--- config.mk ---
export PLATFORM = sky130hd
export DESIGN_NAME = fifo_regs_flags
export DESIGN_NICKNAME = d
export VERILOG_FILES = /design/src/rtl/fifo_pkg.sv /design/src/rtl/fifo_ptr_wrap.sv /design/src/rtl/fifo_regs_flags.sv
export SDC_FILE = /design/constraint.sdc
export NUM_CORES = 1
export LEC_CHECK = 0
export CORE_UTILIZATION = 45
export CTS_CLUSTER_DIAMETER = 200
export DETAILED_ROUTE_END_ITERATION = 8
export HOLD_SLACK_MARGIN = 0.02
export MAX_ROUTING_LAYER = met4
export SETUP_SLACK_MARGIN = 0.02
export SYNTH_ARGS = -nofsm -noshare
export SYNTH_HDL_FRONTEND = slang
export SYNTH_SLANG_ARGS = --single-unit
--- constraint.sdc ---
create_clock -name i_clk -period 3.8 [get_ports i_clk]
set_input_delay 0.76 -clock i_clk [delete_from_list [all_inputs] [get_ports i_clk]]
set_output_delay 0.76 -clock i_clk [all_outputs]
set_load 0.02 [all_outputs]
--- src/rtl/fifo_pkg.sv ---
// -----------------------------------------------------------------------------
// fifo_pkg
// Shared definitions for the register-based FIFO family.
//   fifo_ptr_w(depth) : width of a read/write pointer, $clog2(depth)
//   fifo_cnt_w(depth) : width of the fill-level counter, $clog2(depth)+1
//                       (one extra bit so the value g_DEPTH itself fits)
//   FIFO_SHOW_AHEAD   : head word visible combinationally on the read port
//   FIFO_REG_OUT      : read data registered, one cycle after the read request
// -----------------------------------------------------------------------------
package fifo_pkg;

   localparam int FIFO_SHOW_AHEAD = 0;
   localparam int FIFO_REG_OUT    = 1;

   // Depth 1 is rejected at elaboration, but keep the helper well defined.
   function automatic int fifo_ptr_w(input int depth);
      return (depth > 1) ? $clog2(depth) : 1;
   endfunction

   function automatic int fifo_cnt_w(input int depth);
      return $clog2(depth) + 1;
   endfunction

endpackage

--- src/rtl/fifo_ptr_wrap.sv ---
// -----------------------------------------------------------------------------
// fifo_ptr_wrap
// Circular pointer for a FIFO of arbitrary (not only power-of-two) depth.
// The pointer advances by one on i_adv and wraps from g_DEPTH-1 back to 0 by
// explicit comparison, so odd depths never address a non-existent entry.
//   i_clk  : clock, rising edge
//   i_rst  : asynchronous active-high reset, pointer -> 0
//   i_adv  : advance enable
//   o_ptr  : current pointer value, 0..g_DEPTH-1
// -----------------------------------------------------------------------------
module fifo_ptr_wrap #(
   parameter int g_DEPTH = 32,
   parameter int g_PTR_W = 5
) (
   input  logic               i_clk,
   input  logic               i_rst,
   input  logic               i_adv,
   output logic [g_PTR_W-1:0] o_ptr
);

   localparam logic [g_PTR_W-1:0] c_LAST = g_PTR_W'(g_DEPTH - 1);
   localparam logic [g_PTR_W-1:0] c_ONE  = g_PTR_W'(1);

   always_ff @(posedge i_clk or posedge i_rst) begin
      if (i_rst) begin
         o_ptr <= '0;
      end else if (i_adv) begin
         o_ptr <= (o_ptr == c_LAST) ? '0 : o_ptr + c_ONE;
      end
   end

endmodule

--- src/rtl/fifo_regs_flags.sv ---
// -----------------------------------------------------------------------------
// fifo_regs_flags
// Single-clock FIFO with storage in a register array, fill level, programmable
// almost-full / almost-empty thresholds, sticky overflow/underflow flags and a
// selectable read mode (show-ahead or registered read).
//   i_clk          : clock, rising edge
//   i_rst          : asynchronous active-high reset
//   i_wr_en        : write request          i_wr_data : write data
//   i_rd_en        : read request           i_clr_err : clear sticky errors
//   o_rd_data      : read data              o_rd_valid: o_rd_data is valid
//   o_count        : number of stored entries
//   o_full/o_empty : count == g_DEPTH / count == 0
//   o_almost_full  : count >= g_AF_LEVEL
//   o_almost_empty : count <= g_AE_LEVEL
//   o_overflow     : sticky, a write was dropped
//   o_underflow    : sticky, a read was dropped
//
// Access semantics: a request is never back-pressured. A write is accepted
// when the FIFO is not full, or when it is full and a read is accepted in the
// same cycle. A read is accepted only when the FIFO is not empty; a write in
// the same cycle does not bypass into an empty FIFO. A request that is not
// accepted is dropped and sets the matching sticky error flag one cycle later.
// -----------------------------------------------------------------------------
module fifo_regs_flags
   import fifo_pkg::*;
#(
   parameter int g_WIDTH    = 8,
   parameter int g_DEPTH    = 32,
   parameter int g_AF_LEVEL = g_DEPTH - 4,
   parameter int g_AE_LEVEL = 4,
   parameter int g_REG_OUT  = 0
) (
   input  logic                     i_clk,
   input  logic                     i_rst,
   input  logic                     i_wr_en,
   input  logic [g_WIDTH-1:0]       i_wr_data,
   input  logic                     i_rd_en,
   input  logic                     i_clr_err,
   output logic [g_WIDTH-1:0]       o_rd_data,
   output logic                     o_rd_valid,
   output logic [$clog2(g_DEPTH):0] o_count,
   output logic                     o_full,
   output logic                     o_empty,
   output logic                     o_almost_full,
   output logic                     o_almost_empty,
   output logic                     o_overflow,
   output logic                     o_underflow
);

   localparam int PTR_W = fifo_ptr_w(g_DEPTH);
   localparam int CNT_W = fifo_cnt_w(g_DEPTH);

   localparam logic [CNT_W-1:0] c_CNT_FULL = CNT_W'(g_DEPTH);
   localparam logic [CNT_W-1:0] c_CNT_AF   = CNT_W'(g_AF_LEVEL);
   localparam logic [CNT_W-1:0] c_CNT_AE   = CNT_W'(g_AE_LEVEL);
   localparam logic [CNT_W-1:0] c_CNT_ONE  = CNT_W'(1);

   // ---------------------------------------------------------------- checks
   if (g_WIDTH < 1) begin : g_chk_width
      $error("fifo_regs_flags: g_WIDTH must be >= 1");
   end
   if (g_DEPTH < 2) begin : g_chk_depth
      $error("fifo_regs_flags: g_DEPTH must be >= 2");
   end
   if (g_AF_LEVEL < 1 || g_AF_LEVEL > g_DEPTH) begin : g_chk_af
      $error("fifo_regs_flags: g_AF_LEVEL must be in 1..g_DEPTH");
   end
   if (g_AE_LEVEL < 0 || g_AE_LEVEL > g_DEPTH - 1) begin : g_chk_ae
      $error("fifo_regs_flags: g_AE_LEVEL must be in 0..g_DEPTH-1");
   end
   if (g_REG_OUT != FIFO_SHOW_AHEAD && g_REG_OUT != FIFO_REG_OUT) begin : g_chk_mode
      $error("fifo_regs_flags: g_REG_OUT must be 0 or 1");
   end

   // ---------------------------------------------------------------- state
   logic [g_WIDTH-1:0] mem [g_DEPTH];
   logic [PTR_W-1:0]   wr_ptr;
   logic [PTR_W-1:0]   rd_ptr;
   logic [CNT_W-1:0]   count_q;
   logic               overflow_q;
   logic               underflow_q;

   logic wr_acc;
   logic rd_acc;
   logic ovf_set;
   logic unf_set;

   // Status flags come from the count register only, so they change one
   // cycle after the causing edge and have no path from the request inputs.
   assign o_count        = count_q;
   assign o_full         = (count_q == c_CNT_FULL);
   assign o_empty        = (count_q == '0);
   assign o_almost_full  = (count_q >= c_CNT_AF);
   assign o_almost_empty = (count_q <= c_CNT_AE);
   assign o_overflow     = overflow_q;
   assign o_underflow    = underflow_q;

   assign rd_acc  = i_rd_en & ~o_empty;
   assign wr_acc  = i_wr_en & (~o_full | rd_acc);
   assign ovf_set = i_wr_en & ~wr_acc;
   assign unf_set = i_rd_en & ~rd_acc;

   // ---------------------------------------------------------------- pointers
   fifo_ptr_wrap #(
      .g_DEPTH (g_DEPTH),
      .g_PTR_W (PTR_W)
   ) u_wr_ptr (
      .i_clk (i_clk),
      .i_rst (i_rst),
      .i_adv (wr_acc),
      .o_ptr (wr_ptr)
   );

   fifo_ptr_wrap #(
      .g_DEPTH (g_DEPTH),
      .g_PTR_W (PTR_W)
   ) u_rd_ptr (
      .i_clk (i_clk),
      .i_rst (i_rst),
      .i_adv (rd_acc),
      .o_ptr (rd_ptr)
   );

   // ---------------------------------------------------------------- storage
   // Contents are not reset; count and pointers alone define what is valid.
   always_ff @(posedge i_clk) begin
      if (wr_acc) begin
         mem[wr_ptr] <= i_wr_data;
      end
   end

   // ---------------------------------------------------------------- count
   always_ff @(posedge i_clk or posedge i_rst) begin
      if (i_rst) begin
         count_q <= '0;
      end else if (wr_acc && !rd_acc) begin
         count_q <= count_q + c_CNT_ONE;
      end else if (rd_acc && !wr_acc) begin
         count_q <= count_q - c_CNT_ONE;
      end
   end

   // ---------------------------------------------------------------- errors
   // A new error in the same cycle as i_clr_err keeps the flag set.
   always_ff @(posedge i_clk or posedge i_rst) begin
      if (i_rst) begin
         overflow_q  <= 1'b0;
         underflow_q <= 1'b0;
      end else begin
         if (ovf_set) begin
            overflow_q <= 1'b1;
         end else if (i_clr_err) begin
            overflow_q <= 1'b0;
         end
         if (unf_set) begin
            underflow_q <= 1'b1;
         end else if (i_clr_err) begin
            underflow_q <= 1'b0;
         end
      end
   end

   // ---------------------------------------------------------------- read port
   if (g_REG_OUT == FIFO_REG_OUT) begin : g_reg_out
      logic [g_WIDTH-1:0] rd_data_q;
      logic               rd_valid_q;

      // Data is captured on the accepting edge and held afterwards; valid is
      // a one-cycle pulse per accepted read.
      always_ff @(posedge i_clk or posedge i_rst) begin
         if (i_rst) begin
            rd_data_q  <= '0;
            rd_valid_q <= 1'b0;
         end else begin
            rd_valid_q <= rd_acc;
            if (rd_acc) begin
               rd_data_q <= mem[rd_ptr];
            end
         end
      end

      assign o_rd_data  = rd_data_q;
      assign o_rd_valid = rd_valid_q;
   end else begin : g_show_ahead
      assign o_rd_data  = mem[rd_ptr];
      assign o_rd_valid = ~o_empty;
   end

   // ---------------------------------------------------------------- sim notes
`ifndef SYNTHESIS
   always @(posedge i_clk) begin
      if (!i_rst && ovf_set && !overflow_q) begin
         $warning("fifo_regs_flags: write dropped while full, overflow flag set");
      end
      if (!i_rst && unf_set && !underflow_q) begin
         $warning("fifo_regs_flags: read dropped while empty, underflow flag set");
      end
   end
`endif

endmodule

==> results by group <==
Worst hold path
  • Min-Delay Endpoint: o_overflow$_DFFE_PP0P_
  • WHS Path Cells: 1
  • Worst Hold Launch: o_overflow$_DFFE_PP0P_
  • HP Class: flop to flop

Detailed routing
  • Via density: 5.65
  • Final ANT Viol Nets: 0
  • DR WL/cell: approximately 23 µm
  • Routed via count: approximately 5,700
  • DR iter-0 viols: 403
  • DRC viols: 0
  • Total Routed Length: roughly 23,000 µm
  • DRT Pass-1 Iters: 6

Synth
  • Asr flop ratio synth: 6.57%
  • Synth Register Bits: around 270
  • Post-Syn Instances: roughly 590
  • Syn Std Cell Area: ~11,000 µm²
  • Syn nets: 613
  • Post-synthesis sequential area ratio: 72.9%
  • Yosys cell types: approximately 60
  • Main synth FF type: edfxtp_1
  • Mean Syn Cell Area: around 19 µm²
  • Number of synthesized flops with an enable pin: 256
  • Yosys synthesis warning count: 0

Critical path
  • CP max stage delay: roughly 0.56 ns
  • WP data arrival: around 2.9 ns
  • Reg2Reg Setup Slack: about 0.4 ns
  • Crit-path slowest cell: mux4_1
  • Worst setup path category: flop to primary output
  • Crit-path cells: buf_12, mux4_1, a22o_1, a2111oi_2, buf_4, a21oi_1, dlygate4sd2_1
  • Reg2reg path depth: 9
  • Critical R2R Launch: o_count[0]$_DFFE_PP0P_
  • CP required: 3.04 ns
  • CP Launch Type: flop
  • Crit. End Element: primary output
  • Worst-path maximum fanout: 9
  • R2r endpoint: o_count[5]$_DFFE_PP0P_

Clocking
  • CTS sink cnt: roughly 270
  • Depth of the CTS H-tree: 1
  • CTS clk-pin slew, worst paths: ~0.06 ns
  • Clock Latency Late Sink: 0.53 ns
  • Clock Path Buffers: 3
  • Inserted Clock Buffers: 28
  • CTS hold repair buffers: 0
  • CTS tree: done
  • Clk root buf: clkbuf_16

STA
  • Hold Vio Cnt, Final: 0
  • Tcrit/Tclk final: 96.7%
  • Tmin final: 3.67 ns
  • Final setup viols: 0
  • Slew Viols, Final: 0
  • RSZ-0062 raised after global routing: false
  • Clock Skews: between 0.015 and 0.02 ns
  • Max-slew headroom: 17.2%
  • Setup_tns: 0 ns
  • Fmax: approximately 270 MHz
  • Worst-Margin Slew: between 1 and 1.5 ns

Run status
  • Status: finished clean

Pwr
  • Total power: 9.65 mW
  • Worst IR Drop VDD: about 430 µV
  • PD cells: ~740 nW/µm²
  • Leak: 4.41 nW

Floorplan
  • Initial Util: 45.9%
  • Die Area: between 20,000 and 30,000 µm²
  • Die X: 160 µm
  • Row count: 57
  • Core footprint: between 20,000 and 25,000 µm²
  • Height of the die: 160 µm
  • IO Pins: 34

Final layout
  • Share of cells above drive strength 1: between 20% and 30%
  • Fillers: ~1,900
  • Non-Filler Instances: 1,015
  • Final net count: 696
  • Area Overhead vs Synth: 17.4%
  • Area of the multi-input gates: around 2800 µm²
  • Register Area: 8140 µm²
  • Ant. Diodes: 0

Place
  • RD Place Congestion: 0.800
  • Placed Instances: a little under 1,000
  • Detailed placement HPWL: approximately 15,000 µm
  • IO buf count: 33

Run
  • Max cap viols: 0

Global routing
  • Gr ovfl total: 0
  • Initial antenna violation count: 0
  • First-pass GRT wire length: roughly 36,000 µm
  • Largest net degree at the start of global routing: 43
  • Vias in the first global route: between 5,000 and 6,000
  • GRT Util Overall: 19.5%
[synthesized netlist by cell type (all sizes together) (2+ instances only)]
| cell | instances | area share, % |
|---|---|---|
| o31ai | 2 | 0.26 |
| and3 | 2 | 0.11 |
| nor2b | 4 | 0.22 |
| a21o | 2 | 0.13 |
| nor4 | 3 | 0.17 |
| clkbuf | 9 | 0.30 |
| o21ai | 12 | 0.54 |
| a211oi | 3 | 0.20 |
| mux2i | 34 | 3.0 |
| a21oi | 15 | 0.71 |
| inv | 12 | 0.40 |
| edfxtp | 256 | 69 |
| or3 | 3 | 0.21 |
| o22ai | 7 | 0.39 |
| buf | 21 | 1.5 |
| a22o | 9 | 0.71 |
| a2111oi | 7 | 0.96 |
| mux2 | 2 | 0.20 |
| nand3b | 8 | 0.54 |
| nand2 | 16 | 0.63 |
| mux4 | 48 | 9.9 |
| or3b | 3 | 0.24 |
| xor2 | 3 | 0.24 |
| o221ai | 8 | 0.63 |
| a22oi | 8 | 0.54 |
| nand3 | 4 | 0.18 |
| nor3 | 2 | 0.090 |
| ha | 12 | 1.3 |
| dfrtp | 18 | 4.0 |
| nor2 | 38 | 1.3 |
[metal layers]
layer	vias to the layer above	routed length (µm)	global-route usage (%)	share of wire, %
met1	2991	10100	25.8	43
met2	126	11500	31.2	49
met4	0	641	6.38	2.7
met3	45	1090	2.76	4.7
met5	-	0	-	0
li1	2577	-	-	-
[sequential cells by signal (all words and copies together) (netlist names)]
name            cells
mem               256
o_count             6
o_overflow          1
o_underflow         1
u_rd_ptr.o_ptr      5
u_wr_ptr.o_ptr      5
[area by class of cell]
cell class                      instances  share of cell area, %
Sequential cell                       274                   62.1
Timing Repair Buffer                   83                   5.64
Inverter                               12                  0.344
Tap cell                              324                   3.09
Multi-Input combinational cell        271                   21.3
Clock inverter                         18                   1.82
Clock buffer                           33                   5.65
[worst max-delay path by stage]
stage	startpoint	to	slack [ns]	cells past startpoint
after global placement	u_rd_ptr.o_ptr[0]$_DFFE_PP0P_	o_rd_data[3]	0.20	6
after detailed placement	u_rd_ptr.o_ptr[0]$_DFFE_PP0P_	o_rd_data[3]	0.17	6
after CTS	u_rd_ptr.o_ptr[0]$_DFFE_PP0P_	o_rd_data[5]	0.04	7
after global routing	u_rd_ptr.o_ptr[0]$_DFFE_PP0P_	o_rd_data[4]	0.03	7
final	u_rd_ptr.o_ptr[0]$_DFFE_PP0P_	o_rd_data[3]	0.13	7
after floorplan	o_count[0]$_DFFE_PP0P_	o_count[5]$_DFFE_PP0P_	0.66	9
[through the flow]
stage          hold WS, ns  setup WS (ns)  instance area, µm²  util (%)
2_1_floorplan        0.558          0.657               11200         -
3_3_place_gp         0.476          0.200               12100      49.6
3_5_place_dp         0.497          0.172               12100      49.6
4_1_cts              0.511         0.0424               13100      53.9
5_1_grt              0.557         0.0281               13100      53.9
6_report             0.503          0.126               13100      53.9
[repair_timing]
| item | in CTS | in global routing |
|---|---|---|
| setup buffers | 3 | 0 |
| hold endpoints to repair | 0 | 0 |
| pin swaps | 0 | 0 |
| setup endpoints to repair | 8 | 1 |
| resized for setup | 11 | 2 |
| cloned | 0 | 0 |
[logic make-up (layout without fill, tap and decap cells)]
family | Yosys count | in the layout | synth area share, %
flops | 274 | 274 | 72.9
simple gates | 89 | 89 | 4.08
buf+inv | 42 | 146 | 2.16
mux | 84 | 84 | 13.2
compound gates | 81 | 81 | 5.86
xor+xnor | 4 | 4 | 0.314
fa+ha+maj | 13 | 13 | 1.52
[critical path, delay by kind of cell (launching register included)]
family	cells	cell delay (ns)
AOI/OAI and AO/OA	3	0.69
buffers and inverters	3	0.67
DFF	1	0.46
muxes	1	0.56
[where the power goes]
| group | leakage [nW] | total [mW] | switching [mW] | internal, mW |
|---|---|---|---|---|
| Clock | 0.466 | 2.88 | 1.09 | 1.79 |
| Sequential | 2.52 | 3.77 | 0.248 | 3.52 |
| Combinational | 1.43 | 3.00 | 1.65 | 1.35 |
[layout by cell type, fill, tap and decap left out, types with 8 or more instances in the layout]
cell type,n
a22o_1,9
edfxtp_1,256
nand2_1,12
ha_1,12
nand3b_1,8
clkbuf_16,29
inv_1,11
nor2_1,38
buf_4,46
a22oi_1,8
mux2i_1,34
dfrtp_1,16
clkdlybuf4s50_1,25
mux4_2,41
o21ai_0,11
o221ai_1,8
a21oi_1,14
No activity file was read; power rests on OpenSTA's default activity.
==> edit 1 (same flow settings) <==
`g_REG_OUT`: 0 -> 1.
--- a/src/rtl/fifo_regs_flags.sv
+++ b/src/rtl/fifo_regs_flags.sv
@@ -28,7 +28,7 @@
    parameter int g_DEPTH    = 32,
    parameter int g_AF_LEVEL = g_DEPTH - 4,
    parameter int g_AE_LEVEL = 4,
-   parameter int g_REG_OUT  = 0
+   parameter int g_REG_OUT  = 1
 ) (
    input  logic                     i_clk,
    input  logic                     i_rst,
Behaviour: not the same (a bounded check fails within 4 cycles, from zero or initial values and one cycle with i_rst high).
==> edit 1 against the unedited design <==
Sequential power rose by 9.5%. Area after synthesis rose by 2.5%. Wire length rose by 7.1%. Worst setup slack improved by 0.48 ns. Total power fell by 4.2%. Combinational power fell by 21%. Critical path depth fell by 4. Sequential cell count rose by 9. Cell area rose by 1.5%. Sequential share of layout area rose by 0.80 points.
==> edit 1: results (changes against the unedited design) <==
Yosys
  – Register area share after synthesis: 73.1% (+0.19 points)
  – Avg Inst Size Synth: 17.7 um2 (-6.7%)
  – Fraction of registers with async set or reset after synthesis: 9.54% (+3.0 points)
  – Syn nets: 671 (+9.5%)
  – Synth cell types: 48 (-21%)
  – Ys Warns: 0 (unchanged)
  – Synth area leaders: edfxtp_1, mux4_2, dfrtp_1
  – Top cells by instance count after synthesis: edfxtp_1, mux2i_1, nor2_1, mux4_2, nand2_1
  – Post-synth EDFFs: 256 (unchanged)

Placement
  – Placed cell area: 12,400 um2 (+2.5%)
  – Final RePlAce weighted congestion: 0.789 (-1.4%)
  – HPWL after DPL: 15,600 um (+5.5%)
  – I/O Buffers: 33 (unchanged)
  – Pre-CTS WS: 0.256 ns (+0.0839 ns)
  – Placed Cells: 1,019 (+6.0%)

Clock network
  – Setup bufs post-CTS: 0 (-3)
  – Total CTS buffers: 29 (+3.6%)
  – Worst-path clk slew: 0.06 ns (about the same)
  – PostCTS Resize Cnt: 0 (-11)
  – CTS Buffer Depth: 3 (unchanged)
  – Worst skew pair latency: 0.55 ns (+0.02 ns)
  – Root Driver: clkbuf_16

Power
  – Static Leak: 4.54 nW (+3.0%)
  – Part of the power in registers: 44.7% (+5.6 points)
  – Net switching fraction of the power: 30.5% (-0.44 points)
  – Maximum VDD drop: 536 uV (+26%)

Status
  – Status: complete, no violations

GRT
  – Number of global-route vias before repair: 6,429 (+9.7%)
  – First-pass GRT wire length: 38,800 um (+8.2%)
  – Total Routing Usage GR: 20.6% (+1.2 points)
  – Initial antenna violation count: 0 (unchanged)
  – Largest net degree at the start of global routing: 43 (unchanged)

Drt
  – Routed WL: 25,000 um (+7.1%)
  – Wirelength per Cell: 23.3 um (+1.4%)
  – Vias per cell: 5.75 (+1.7%)
  – DRT iter0 DRCs: 589 (+46%)
  – Drt pass-1 iters: 7 (+1)

STA
  – Clock Skews: 0.0134 ns (-0.00384 ns)
  – Worst Tran Pin Value: 1.14 ns (-0.0940 ns)

Setup path
  – Worst Path Arrival: 2.43 ns (-0.48 ns)
  – Delay-heaviest family, CP: simple AND/OR/NAND/NOR gates
  – CP max FO: 7 (-2)
  – Slowest stage delay, CP: 0.68 ns (+0.12 ns)
  – Slowest cell on the critical path: clkdlybuf4s50_1

Cells and area
  – Nets: 752 (+8.0%)
  – Layout cell share with drive strength beyond 1: 19.5% (-3.1 points)
  – Ant. Diodes: 0 (unchanged)
  – Max reg flops: 256 (unchanged)
  – Biggest register: mem

Hold path
  – Path category of the worst min-delay check: flop to flop
[edit 1: cell count changes after synthesis, sizes merged, moves of 9 or more]
| cell | delta |
|---|---|
| dfrtp | +9 |
| o22ai | +10 |
| nand2 | +13 |
| mux2i | +12 |
| a22oi | +13 |
[edit 1: final cells by class]
| cell class | instances | area [um2] |
|---|---|---|
| Clock buffer | 45 | 836 |
| Clock inverter | 8 | 93.8 |
| Fill cell | 1960 | 11300 |
| Inverter | 14 | 52.6 |
| Multi-Input combinational cell | 316 | 2830 |
| Sequential cell | 283 | 8370 |
| Tap cell | 324 | 405 |
| Timing Repair Buffer | 82 | 711 |
[edit 1: logic make-up (layout without fill, tap and decap cells)]
family,count (synthesis),after routing,share of synthesized area (%)
fa+ha+maj,13,13,1.49
flops,283,283,73.1
xor+xnor,5,5,0.383
compound gates,85,85,5.23
simple gates,119,119,4.97
buf+inv,46,149,2.16
mux,94,94,12.7
[edit 1: metal layers]
| metal | wire length, um | GRT usage [%] |
|---|---|---|
| met5 | 0 | - |
| met2 | 12200 | 33.3 |
| met4 | 570 | 5.10 |
| met3 | 1070 | 2.88 |
| met1 | 11100 | 27.8 |
[edit 1: worst paths after layout]
kind	start	end	slack, ns	cells past startpoint
min in group asynchronous	i_rst	o_rd_valid	0.59	3
setup reg to reg	o_count[0]	o_count[5]	0.77	10
max in group asynchronous	i_rst	u_rd_ptr.o_ptr[0]	2.90	3
hold / removal	o_rd_data[0]	o_rd_data[0]	0.50	2
setup / recovery	o_count[0]	o_empty	0.61	3
hold reg to reg	o_rd_data[0]	o_rd_data[0]	0.50	2
[edit 1: tightest hold or removal path: cells and delay by family (launching register included)]
kind               cells  cell delay (ns)
DFF                    1             0.35
AOI/OAI and AO/OA      1             0.06
and+or+nand+nor        1             0.05
[edit 1: power by group through the flow]
stage	Combinational, mW	Sequential [mW]	Clock [mW]
after global routing	2.54	4.18	2.92
after global placement	2.31	4.18	0
after CTS	2.37	4.13	2.80
after floorplan	1.75	3.92	0
after detailed placement	2.36	4.19	0
final	2.36	4.13	2.75
==> edit 2 (same settings) <==
Without the edit above. Register the output `o_overflow` once more, with the module's reset; this adds one clock of latency there. The other outputs are not delayed to match.
--- a/src/rtl/fifo_regs_flags.sv
+++ b/src/rtl/fifo_regs_flags.sv
@@ -92,7 +92,13 @@
    assign o_empty        = (count_q == '0);
    assign o_almost_full  = (count_q >= c_CNT_AF);
    assign o_almost_empty = (count_q <= c_CNT_AE);
-   assign o_overflow     = overflow_q;
+   always_ff @(posedge i_clk or posedge i_rst) begin
+      if (i_rst) begin
+         o_overflow <= '0;
+      end else begin
+         o_overflow <= overflow_q;
+      end
+   end
    assign o_underflow    = underflow_q;
 
    assign rd_acc  = i_rd_en & ~o_empty;
Function: same outputs for any inputs over 4 cycles, from zero or initial values and one cycle with i_rst high; that may be too few to reach the edited logic, so the function may still have changed.
==> edit 2 against the unedited design <==
Via count is 0.12% higher. Die area is 0.23% higher. Fmax is 1.0% higher. Sequential cell count is 1 higher. Area after synthesis is 0.22% higher. Wire length is 0.27% higher. Sequential power hardly changed. Synthesized cell count is 0.17% higher. Total power is 1.0% higher. Sequential share of layout area is 0.11 points lower. Worst setup slack better by 0.038 ns. Cell area is 0.49% higher. Count of clock-buffer cells in the layout is 1 lower. Critical endpoint is now o_rd_data[4]. Largest cell class unchanged. Highest routed layer unchanged.
==> edit 2: results (changes against the unedited design) <==
Placement
  – Placed Cells: 959 (-0.21%)
  – Final RePlAce weighted congestion: 0.775 (-3.1%)
  – Pre-CTS WS: 0.189 ns (+0.0163 ns)
  – Placed cell area: 12,100 um2 (about the same)
  – HPWL after DPL: 15,100 um (+2.5%)

Setup path
  – Slowest stage delay, CP: 0.54 ns (-0.02 ns)
  – CP max FO: 7 (-2)

Power
  – Maximum VDD drop: 353 uV (-17%)
  – Static Leak: 4.45 nW (+0.76%)

Yosys
  – Avg Inst Size Synth: 19.0 um2 (about the same)
  – Top cells by instance count after synthesis: edfxtp_1, mux4_2, nor2_1, mux2i_1, dfrtp_1
  – Register area share after synthesis: 73.0% (about the same)
  – Syn nets: 614 (+0.16%)
  – Fraction of registers with async set or reset after synthesis: 6.91% (+0.34 points)
  – Synth area leaders: edfxtp_1, mux4_2, dfrtp_1

GRT
  – Number of global-route vias before repair: 5,848 (-0.26%)
  – First-pass GRT wire length: 35,900 um (+0.21%)

Status
  – Status: complete, no violations

STA
  – Worst Tran Pin Value: 1.09 ns (-0.148 ns)

Drt
  – DRT iter0 DRCs: 399 (-0.99%)
  – Vias per cell: 5.65 (about the same)
  – Wirelength per Cell: 23.0 um (about the same)

Hold path
  – Hold depth: 0 (-1)

Cells and area
  – Nets: 699 (+0.43%)
  – Layout cell share with drive strength beyond 1: 23.7% (+1.1 points)

Clock network
  – Setup bufs post-CTS: 8 (+5)
## edit 2: worst reg2reg max path, stage by stage, from the launching register on
cell,delay (ns)
dfrtp_1,0.45
or3_4,0.46
o41ai_4,0.49
ha_1,0.40
inv_1,0.14
ha_1,0.31
a211oi_1,0.31
nor3_1,0.12
or3b_2,0.46
xor2_1,0.15
## edit 2: layout make-up
cell class,instances,area (um2)
fillers,1863,11100
flip-flops and latches,275,8170
multi-input cells,271,2820
repair buffers,85,754
clock buffers,32,737
well taps,324,405
clock inverters,18,240
inverters,12,45.0
## edit 2: worst paths after layout
kind,to,slack [ns],startpoint
max,o_rd_data[4],0.16,u_rd_ptr.o_ptr[0]
min,o_overflow,0.39,overflow_q
max reg2reg,o_count[5],0.38,o_count[0]
min reg2reg,o_overflow,0.39,overflow_q
max in group asynchronous,u_rd_ptr.o_ptr[0],2.60,i_rst
min in group asynchronous,o_overflow,0.66,i_rst
## edit 2: cells by family (layout without fill, tap and decap cells)
family                     after synthesis  in the layout  share of synthesized area [%]
DFF                                    275            275                           73.0
adders and majority gates               13             13                           1.52
and+or+nand+nor                         89             89                           4.07
AOI/OAI and AO/OA                       81             81                           5.85
muxes                                   84             84                           13.1
buffers and inverters                   42            147                           2.16
xor gates and xnor gates                 4              4                          0.313
## edit 2: report_power, final
group	leakage [nW]	internal [mW]	total [mW]	switching, mW
registers	2.53	3.53	3.78	0.246
clock network	0.477	1.79	2.88	1.09
logic	1.44	1.40	3.09	1.69
## edit 2: layer usage
metal  up-vias  wire (um)  global-route usage (%)
li1       2576          -                       -
met1      3026      10300                    25.8
met2       114      11800                    31.8
met3        30       1010                    2.78
met4         0        310                    4.02
met5         -          0                       -
